[config.mk]
export PLATFORM = sky130hd
export DESIGN_NAME = lc3_ctrl_fsm
export DESIGN_NICKNAME = d
export VERILOG_FILES = /design/src/rtl/lc3_pkg.sv /design/src/rtl/lc3_mem_wait.sv /design/src/rtl/lc3_ctrl_fsm.sv
export SDC_FILE = /design/constraint.sdc
export NUM_CORES = 1
export LEC_CHECK = 0
export ABC_AREA = 1
export ABC_CLOCK_PERIOD_IN_PS = 9600
export CAP_MARGIN = 20
export CORE_ASPECT_RATIO = 2
export CORE_MARGIN = 8
export CORE_UTILIZATION = 40
export CTS_BUF_LIST = sky130_fd_sc_hd__clkbuf_8
export CTS_CLUSTER_SIZE = 20
export DETAILED_ROUTE_END_ITERATION = 7
export SLEW_MARGIN = 25
export SYNTH_ARGS = -nofsm -noshare
export SYNTH_HDL_FRONTEND = slang
export SYNTH_SLANG_ARGS = --single-unit
[constraint.sdc]
create_clock -name Clock -period 9.6 [get_ports Clock]
set_clock_uncertainty 0.15 [all_clocks]
set_input_delay 1.44 -clock Clock [delete_from_list [all_inputs] [get_ports Clock]]
set_output_delay 1.44 -clock Clock [all_outputs]
set_load 0.005 [all_outputs]
[src/rtl/lc3_pkg.sv]
// Shared constants for the LC-3 control sequencer.
// Covers state-chart numbers, opcodes and the set of memory-access states.
package lc3_pkg;

    localparam logic [5:0] S_ADD       = 6'd1;
    localparam logic [5:0] S_LD        = 6'd2;
    localparam logic [5:0] S_ST        = 6'd3;
    localparam logic [5:0] S_AND       = 6'd5;
    localparam logic [5:0] S_LDR       = 6'd6;
    localparam logic [5:0] S_STR       = 6'd7;
    localparam logic [5:0] S_NOT       = 6'd9;
    localparam logic [5:0] S_LDI       = 6'd10;
    localparam logic [5:0] S_STI       = 6'd11;
    localparam logic [5:0] S_JMP       = 6'd12;
    localparam logic [5:0] S_LEA       = 6'd14;
    localparam logic [5:0] S_TRAP      = 6'd15;
    localparam logic [5:0] S_WRITE     = 6'd16;
    localparam logic [5:0] S_FETCH     = 6'd18;
    localparam logic [5:0] S_JSRR      = 6'd20;
    localparam logic [5:0] S_JSR       = 6'd21;
    localparam logic [5:0] S_BR_TAKEN  = 6'd22;
    localparam logic [5:0] S_ST_MAR    = 6'd23;
    localparam logic [5:0] S_LDI_RD    = 6'd24;
    localparam logic [5:0] S_RD        = 6'd25;
    localparam logic [5:0] S_LDI_MAR   = 6'd26;
    localparam logic [5:0] S_LD_DONE   = 6'd27;
    localparam logic [5:0] S_TRAP_RD   = 6'd28;
    localparam logic [5:0] S_STI_RD    = 6'd29;
    localparam logic [5:0] S_TRAP_PC   = 6'd30;
    localparam logic [5:0] S_STI_MAR   = 6'd31;
    localparam logic [5:0] S_DECODE    = 6'd32;
    localparam logic [5:0] S_FETCH_RD  = 6'd33;
    localparam logic [5:0] S_FETCH_IR  = 6'd35;
    localparam logic [5:0] S_RTI_RD    = 6'd36;
    localparam logic [5:0] S_RTI_PC    = 6'd38;
    localparam logic [5:0] S_PRIV_EXC  = 6'd44;
    localparam logic [5:0] S_ILL_EXC   = 6'd45;
    localparam logic [5:0] S_INT       = 6'd49;
    localparam logic [5:0] S_FAULT     = 6'd63;

    localparam logic [3:0] OP_BR   = 4'd0;
    localparam logic [3:0] OP_ADD  = 4'd1;
    localparam logic [3:0] OP_LD   = 4'd2;
    localparam logic [3:0] OP_ST   = 4'd3;
    localparam logic [3:0] OP_JSR  = 4'd4;
    localparam logic [3:0] OP_AND  = 4'd5;
    localparam logic [3:0] OP_LDR  = 4'd6;
    localparam logic [3:0] OP_STR  = 4'd7;
    localparam logic [3:0] OP_RTI  = 4'd8;
    localparam logic [3:0] OP_NOT  = 4'd9;
    localparam logic [3:0] OP_LDI  = 4'd10;
    localparam logic [3:0] OP_STI  = 4'd11;
    localparam logic [3:0] OP_JMP  = 4'd12;
    localparam logic [3:0] OP_RES  = 4'd13;
    localparam logic [3:0] OP_LEA  = 4'd14;
    localparam logic [3:0] OP_TRAP = 4'd15;

    localparam int unsigned NUM_MEM_STATES = 7;
    localparam logic [5:0] MEM_STATES [NUM_MEM_STATES] = '{
        S_FETCH_RD, S_RD, S_TRAP_RD, S_LDI_RD, S_STI_RD, S_RTI_RD, S_WRITE
    };

    function automatic logic is_mem_state(input logic [5:0] s);
        logic hit;
        hit = 1'b0;
        for (int i = 0; i < NUM_MEM_STATES; i++) begin
            if (MEM_STATES[i] == s) hit = 1'b1;
        end
        return hit;
    endfunction

endpackage

[src/rtl/lc3_mem_wait.sv]
// Memory wait counter: counts held cycles in a memory state and flags a timeout
// when the access has not completed within TIMEOUT cycles (0 disables the check).
module lc3_mem_wait #(
    parameter int unsigned TIMEOUT = 16
) (
    input  logic clk_i,
    input  logic rst_ni,
    input  logic in_mem_state_i,
    input  logic mem_ready_i,
    output logic advance_o,
    output logic timeout_o
);

    localparam int unsigned CNT_W = (TIMEOUT < 2) ? 1 : $clog2(TIMEOUT + 1);
    // Counter value seen on the last permitted wait cycle.
    localparam logic [CNT_W-1:0] LIMIT = (TIMEOUT == 0) ? '0 : CNT_W'(TIMEOUT - 1);

    logic [CNT_W-1:0] cnt_q, cnt_d;
    logic             hold;

    always_comb begin
        advance_o = in_mem_state_i && mem_ready_i;
        hold      = in_mem_state_i && !mem_ready_i;
        timeout_o = hold && (TIMEOUT != 0) && (cnt_q == LIMIT);
        cnt_d     = '0;
        if (hold && !timeout_o) begin
            cnt_d = (cnt_q == '1) ? cnt_q : cnt_q + 1'b1;
        end
    end

    always_ff @(posedge clk_i) begin
        if (!rst_ni) begin
            cnt_q <= '0;
        end else begin
            cnt_q <= cnt_d;
        end
    end

endmodule

[src/rtl/lc3_ctrl_fsm.sv]
// LC-3 one-hot control sequencer with variable-latency memory handshakes,
// interrupt entry, exception states and a sticky memory-timeout fault.
module lc3_ctrl_fsm
    import lc3_pkg::*;
#(
    parameter int unsigned NUM_STATES = 64,
    parameter int unsigned TIMEOUT    = 16,
    parameter bit          INT_EN     = 1'b1
) (
    input  logic                  Clock,
    input  logic                  Reset,
    input  logic [3:0]            Opcode,
    input  logic                  IR11,
    input  logic                  BEN,
    input  logic                  PSR15,
    input  logic                  MemReady,
    input  logic                  IntReq,
    output logic [NUM_STATES-1:0] StateOH,
    output logic [5:0]            StateNum,
    output logic                  MemEn,
    output logic                  MemWe,
    output logic                  LdMAR,
    output logic                  LdMDR,
    output logic                  LdIR,
    output logic                  LdPC,
    output logic                  LdReg,
    output logic                  LdCC,
    output logic                  LdBEN,
    output logic                  IntAck,
    output logic                  ExcAck,
    output logic                  Fault
);

    localparam logic [NUM_STATES-1:0] FETCH_OH = {{(NUM_STATES-1){1'b0}}, 1'b1} << S_FETCH;

    logic [NUM_STATES-1:0] state_q, state_d;
    logic [5:0]            state_num, next_num, idx;
    logic                  found, in_mem, advance, timeout;

    // State register
    always_ff @(posedge Clock) begin
        if (!Reset) begin
            state_q <= FETCH_OH;
        end else begin
            state_q <= state_d;
        end
    end

    // Zero-hot, multi-hot or a bit above 63 all read back as FAULT.
    always_comb begin
        found = 1'b0;
        idx   = '0;
        for (int i = 0; i < 64; i++) begin
            if (state_q[i]) begin
                idx   = 6'(i);
                found = 1'b1;
            end
        end
        state_num = ($onehot(state_q) && found) ? idx : S_FAULT;
    end

    assign in_mem = is_mem_state(state_num);

    lc3_mem_wait #(
        .TIMEOUT(TIMEOUT)
    ) u_mem_wait (
        .clk_i         (Clock),
        .rst_ni        (Reset),
        .in_mem_state_i(in_mem),
        .mem_ready_i   (MemReady),
        .advance_o     (advance),
        .timeout_o     (timeout)
    );

    // Next-state logic
    always_comb begin
        next_num = S_FAULT;
        case (state_num)
            S_FETCH:    next_num = (INT_EN && IntReq) ? S_INT : S_FETCH_RD;
            S_FETCH_RD: next_num = S_FETCH_IR;
            S_FETCH_IR: next_num = S_DECODE;
            S_DECODE: begin
                case (Opcode)
                    OP_BR:                  next_num = BEN ? S_BR_TAKEN : S_FETCH;
                    OP_JSR:                 next_num = IR11 ? S_JSR : S_JSRR;
                    OP_RTI:                 next_num = PSR15 ? S_PRIV_EXC : S_RTI_RD;
                    OP_RES:                 next_num = S_ILL_EXC;
                    default:                next_num = {2'b00, Opcode};
                endcase
            end
            S_ADD, S_AND, S_NOT, S_LEA, S_JMP, S_JSR, S_JSRR, S_BR_TAKEN, S_LD_DONE,
            S_TRAP_PC, S_RTI_PC, S_PRIV_EXC, S_ILL_EXC, S_INT, S_WRITE:
                        next_num = S_FETCH;
            S_LD, S_LDR, S_LDI_MAR: next_num = S_RD;
            S_RD:       next_num = S_LD_DONE;
            S_LDI:      next_num = S_LDI_RD;
            S_LDI_RD:   next_num = S_LDI_MAR;
            S_ST, S_STR, S_STI_MAR: next_num = S_ST_MAR;
            S_ST_MAR:   next_num = S_WRITE;
            S_STI:      next_num = S_STI_RD;
            S_STI_RD:   next_num = S_STI_MAR;
            S_TRAP:     next_num = S_TRAP_RD;
            S_TRAP_RD:  next_num = S_TRAP_PC;
            S_RTI_RD:   next_num = S_RTI_PC;
            default:    next_num = S_FAULT;
        endcase
        if (in_mem && !advance) begin
            next_num = timeout ? S_FAULT : state_num;
        end
        state_d           = '0;
        state_d[next_num] = 1'b1;
    end

    // Moore outputs
    always_comb begin
        MemEn  = in_mem;
        MemWe  = (state_num == S_WRITE);
        LdMDR  = in_mem && (state_num != S_WRITE);
        LdMAR  = 1'b0;
        LdIR   = 1'b0;
        LdPC   = 1'b0;
        LdReg  = 1'b0;
        LdCC   = 1'b0;
        LdBEN  = 1'b0;
        IntAck = 1'b0;
        ExcAck = 1'b0;
        Fault  = 1'b0;
        case (state_num)
            S_FETCH:    begin LdMAR = 1'b1; LdPC = 1'b1; end
            S_FETCH_IR: LdIR = 1'b1;
            S_DECODE:   LdBEN = 1'b1;
            S_INT:      begin IntAck = 1'b1; LdPC = 1'b1; end
            S_ADD, S_AND, S_NOT, S_LEA, S_LD_DONE: begin LdReg = 1'b1; LdCC = 1'b1; end
            S_JMP, S_BR_TAKEN, S_TRAP_PC, S_RTI_PC: LdPC = 1'b1;
            S_JSR, S_JSRR: begin LdReg = 1'b1; LdPC = 1'b1; end
            S_LD, S_LDR, S_LDI, S_LDI_MAR, S_ST, S_STR, S_STI, S_STI_MAR, S_ST_MAR:
                        LdMAR = 1'b1;
            S_TRAP_RD:  begin LdReg = 1'b1; LdMAR = 1'b1; end
            S_PRIV_EXC, S_ILL_EXC: begin ExcAck = 1'b1; LdPC = 1'b1; end
            S_FAULT:    Fault = 1'b1;
            default:    ;
        endcase
    end

    assign StateOH  = state_q;
    assign StateNum = state_num;

endmodule

[Word level (Yosys, flattened, before mapping)]
Cells that the tools add are included.
Word-level totals
  bits in registers: 69
  input port bits: 11
  output and inout bits: 82
  logic and storage cells: 292
Operators by class
  add/subtract/negate cells: 64
  magnitude comparators: 2
  equal/unequal tests: 49
  multiplexer cells: 154
  reduce and logical (&&, ||, !) cells: 21
Operators with widths (number)
  $mux W6: 65
  $pmux W6 S16: 1
  $eq A6 B5 Y1 const B: 14
  $mux W1: 83
  $add A1 B1 Y2: 32
  $eq A6 B6 Y1 const B: 9
  $add A2 B2 Y3: 16
  $eq A6 B4 Y1 const B: 6
  $add A3 B3 Y4: 8
  $eq A5 B6 Y1 const A: 5
  $pmux W6 S4: 1
  $add A4 B4 Y5: 4
  $eq A6 B3 Y1 const B: 3
  $reduce_or A15 Y1: 1
  $add A5 B5 Y6: 2
  $eq A6 B2 Y1 const B: 2
  $eq A6 B6 Y1 const A: 2
  $reduce_or A11 Y1: 1
  $reduce_or A10 Y1: 1
  $eq A4 B4 Y1 const B: 2
  $logic_and A1 B1 Y1: 8
  $reduce_or A8 Y1: 1
  $add A6 B6 Y7: 1
  $eq A7 B1 Y1 const B: 1
  18 further kinds: 21

[Longest topological paths before layout]
  word-level depth: 82
  depth in mapped cells: 61

[Modules after synthesis]
A second synthesis with hierarchy kept.
Unflattened totals
  cells, all modules: 703
  area, all modules: 5231.3 sq um
By module, submodules not included
  lc3_ctrl_fsm: times used 1, cells an instance 663, area each 4954.8 sq um, seq. area each 1281.2 sq um
  lc3_mem_wait: times used 1, cells an instance 40, area each 276.5 sq um, seq. area each 100.1 sq um

[Worst setup path before layout]
No wires, ideal clock.
  path kind: register to output
  start point: reg state_q[29] (netlist: StateOH[29])
  end point: out MemEn
  arrival time: 6.751 ns
  path slack: 1.259 ns
  cell stages (with the launch flop): 32
  buffers on the path: 0
  cell sequence: dfxtp_1 fa_1 inv_1 fa_1 inv_1 fa_1 inv_1 fa_1 inv_1 fa_1 fa_1 inv_1 fa_1 fa_1 inv_1 ha_1 inv_1 fa_1 nor3b_1 nand4_1 or2_2 nor4_1 nand2_1 nor2_1 inv_1 nor2_1 inv_1 o21ai_0 nand3_1 nand2_1 nor2_4 nand2_4
Between the ends
  word-level cells in the longest chain between the ends: 45
  elaborated cells on any way between the ends: 93
  classes of those cells: add/sub (6); eq/ne (8); mux (78); reduce/logical (1)
RTL lines
  from (decl): RTL line lc3_ctrl_fsm.sv:36  | logic [NUM_STATES-1:0] state_q, state_d;
  from (signal assigned): RTL line lc3_ctrl_fsm.sv:45  | state_q <= state_d;
  $mux W1 (35 in a row): RTL line lc3_ctrl_fsm.sv:54  | if (state_q[i]) begin
  $logic_and A1 B1 Y1: RTL line lc3_ctrl_fsm.sv:59  | state_num = ($onehot(state_q) && found) ? idx : S_FAULT;
  $mux W6 (*): RTL line lc3_ctrl_fsm.sv:59
  net StateNum[2]: RTL line lc3_ctrl_fsm.sv:19  | output logic [5:0] StateNum,
  $eq A6 B6 Y1: RTL line lc3_pkg.sv:67  | if (MEM_STATES[i] == s) hit = 1'b1;
  $mux W1 (6 in a row): RTL line lc3_pkg.sv:67
  $mux W1 (*): RTL line lc3_pkg.sv:67
  to (decl): RTL line lc3_ctrl_fsm.sv:20  | output logic MemEn,
The timed path passes the listed nets; every way through them passes the cells marked *.

[Final worst setup path]
  start point: reg state_q[29] (netlist: StateOH[29])
  end point: out LdMAR
Between the ends
  word-level cells in the longest chain between the ends: 40
  elaborated cells on any way between the ends: 92
  classes of those cells: add/sub (6); eq/ne (12); mux (72); reduce/logical (2)
RTL lines
  $mux W1 (35 in a row): RTL line lc3_ctrl_fsm.sv:54
  $logic_and A1 B1 Y1: RTL line lc3_ctrl_fsm.sv:59
  $mux W6 (*): RTL line lc3_ctrl_fsm.sv:59
  $eq A6 B5 Y1 (tied with other cells): RTL line lc3_ctrl_fsm.sv:128  | case (state_num)
  $reduce_or A11 Y1 (no source line) (*)
  $mux W1 (*): RTL line lc3_ctrl_fsm.sv:128
  to (decl): RTL line lc3_ctrl_fsm.sv:22  | output logic LdMAR,
Mark *: on every way between the ends. The rest lies on a longest branch, timed or not.

==> impl_metrics.py <==
metrics = {
    "sta": {
        "min_period_ns": 9.55,
        "worst_pin_slew_ns": 0.641,
        "slew_headroom": 0.569,
        "drv_slew": 0,
        "rsz0062_at_grt": "true",
        "finalHoldViolCount": 0,
        "max_freq_mhz": 105,
        "finalCritPeriodShare": 0.995,
        "setup-violations-final": 0,
        "fin_tns_setup_ns": 0,
    },
    "finish": {
        "drive_gt1_frac": 0.136,
        "stdcell_count": 985,
        "fin_nets": 912,
        "diodes": 0,
        "final_common_cell": "inv_1",
        "layout_common_cells": "inv_1 (136), nand2_1 (128), nor2_1 (114), clkdlybuf4s50_1 (88), dfxtp_1 (64)",
        "syn_to_final_growth_pct": 30.3,
    },
    "floorplan": {
        "die_h_um": 178,
        "core_um2": 12900,
        "die_area_um2": 17300,
        "die_x_um": 97.0,
        "ios": 93,
        "fp-row-count": 59,
        "initial_core_util": 0.406,
    },
    "clock_tree": {
        "worstSkewPairLatency_ns": 0.36,
        "cts_tree": "done",
        "cts_sinks": 69,
        "cts_buffers": 9,
        "cts_hold_buf": 0,
        "htreeDepth": 3,
        "cts-root-buf": "clkbuf_8",
        "path_clk_slew_ns": 0.08,
        "clock_path_buffers": 2,
    },
    "global_routing": {
        "first_global_vias": 5245,
        "grt_use_total": 0.219,
        "grt_overflow": 0,
        "met3_usage": 0.0310,
        "grtUsageMet1": 0.190,
        "grt_antenna_before_repair": 0,
        "busiest_layer": "met2",
        "grt_max_degree": 15,
        "gr-usage-met2": 0.445,
        "grt_pass1_wl_mm": 28.9,
    },
    "logic_synthesis": {
        "synth_edf_count": 0,
        "yosysWarningCount": 0,
        "ys_ff_latch": 69,
        "synth-main-ff-cell": "dfxtp_1",
        "synth_cell_types": 43,
        "synthCells": 693,
        "async_flop_share": 0,
        "syn_area_per_cell_um2": 7.58,
        "yosysSeqAreaShare": 0.263,
        "mappedNetlistArea_um2": 5250,
    },
    "setup_path": {
        "r2r-end": "StateOH[49]$_SDFF_PN0_",
        "endpoint_kind": "output pin",
        "timing.rr.start": "StateOH[29]$_SDFF_PN0_",
        "worstPathArrival_ns": 7.96,
        "path_max_fanout": 4,
        "r2r_cells": 38,
        "rrSetupSlack_ns": 1.21,
        "worstPathRequired_ns": 8.01,
        "crit_top_cell": "fa_1",
        "slowest_delay_ns": 0.54,
        "cpMaxStageDelayCell": "fa_1",
        "cp-start-kind": "flop",
        "crit_type": "reg -> out",
    },
    "status": {
        "status": "finished, final reports clean",
    },
    "worst_hold_path": {
        "hold_path_startpoint": "u_mem_wait.cnt_q[1]$_SDFFE_PN0P_",
        "hold_path_depth": 2,
        "hp-class": "reg -> reg",
        "holdPathEnd": "u_mem_wait.cnt_q[1]$_SDFFE_PN0P_",
    },
    "route": {
        "drcViolationCount": 0,
        "viasPerCell": 4.82,
        "ant_nets": 0,
        "routedWlPerCell_um": 18.7,
        "drtIter0Drc": 144,
        "wirelength_mm": 18.4,
        "via_count": 4751,
        "drt_first_pass_iters": 4,
    },
    "run": {
        "drv_cap": 0,
    },
    "place": {
        "dp_cells": 966,
        "portBuffers": 92,
        "place.gp.congestion": 1.00,
        "hpwl_mm": 15.7,
    },
    "pwr": {
        "ir_drop_uv": 198,
        "p_per_area_nw_per_um2": 173,
        "p_leak_nw": 3.30,
    },
}
## worst max-delay path by stage
stage                                 startpoint  endpoint  slack (ns)  depth (start not counted)
final                     StateOH[29]$_SDFF_PN0_     LdMAR        0.05                         30
after global routing      StateOH[29]$_SDFF_PN0_     LdMAR       -0.29                         33
after CTS                 StateOH[29]$_SDFF_PN0_     LdMAR      -0.004                         33
after detailed placement  StateOH[61]$_SDFF_PN0_     LdMAR        0.03                         32
after global placement    StateOH[61]$_SDFF_PN0_     LdMAR        0.09                         32
after floorplan           StateOH[29]$_SDFF_PN0_     MemEn        1.26                         31
## cell usage after synthesis, types with 3 or more instances
cell       n  area share
nor2_1   123       0.088
o21ai_0    9      0.0086
nor4_1     7      0.0083
inv_1    139       0.099
buf_2      3      0.0029
inv_2     10      0.0071
or2_2      3      0.0036
nand2_4    4      0.0086
nor2_4     5       0.011
nand2_2   20       0.024
dfxtp_1   69        0.26
nor2_2     6      0.0071
ha_1      19       0.045
nand3_1   24       0.023
nor3_1     9      0.0086
nand2_1  132       0.094
nand3_2    5      0.0095
nand4_2    4      0.0095
a21oi_1    9      0.0086
nand4_1   10       0.012
fa_1      54        0.21
## critical path: cells and delay by family (launching register included)
family	cells	cell delay, ns
compound gates	1	0.06
flops	1	0.35
fa+ha+maj	10	4.57
buf+inv	10	1.14
simple gates	9	1.50
## layer usage
layer | wire, µm | share of wire
met1 | 5930 | 0.32
met2 | 10700 | 0.58
met3 | 651 | 0.035
met4 | 1180 | 0.064
met5 | 0 | 0
## kinds of logic after synthesis
group,after synthesis,share of synthesized area
other,1,0.000714
XOR/XNOR,2,0.00334
flip-flops,69,0.263
AND/OR/NAND/NOR,361,0.328
AO/OA/AOI/OAI,33,0.0398
adder cells (fa/ha/maj),73,0.251
buffers and inverters,154,0.114
## power breakdown
part           switching (W)  internal, W  leakage [nW]  total, W
Sequential         0.0000115     0.000293         0.569  0.000305
Combinational       0.000346     0.000272          2.62  0.000618
Clock               0.000119     0.000145         0.114  0.000264
Total               0.000477     0.000711          3.30   0.00119
## flip-flops by register name (all words and copies together) (netlist names)
signal and cells:
StateOH 64, u_mem_wait.cnt_q 5
## final cells by class
| cell class | instances | area (µm²) |
|---|---|---|
| Fill cell | 1292 | 6070 |
| Multi-Input combinational cell | 498 | 3490 |
| Sequential cell | 69 | 1390 |
| Timing Repair Buffer | 101 | 1000 |
| Inverter | 149 | 559 |
| Tap cell | 152 | 190 |
| Clock buffer | 9 | 124 |
| Clock inverter | 7 | 91.3 |
## per-stage QoR
stage,util,worst slack [ns],hold WS [ns],instance area (µm²),power (W)
after CTS,0.523,-0.00351,0.361,6760,0.00117
after detailed placement,0.501,0.0256,0.350,6470,0.000899
after global placement,0.501,0.0903,0.323,6470,0.000859
final,0.530,0.0510,0.355,6840,0.00119
after global routing,0.530,-0.293,0.403,6840,0.00131
after floorplan,-,1.26,0.311,5360,0.000720
## repair_timing
item,4_1_cts,5_1_grt
resized for setup,19,22
setup endpoints to repair,6,8
setup buffers,2,1
pin swaps,2,5
No activity file was read; power rests on OpenSTA's default activity.
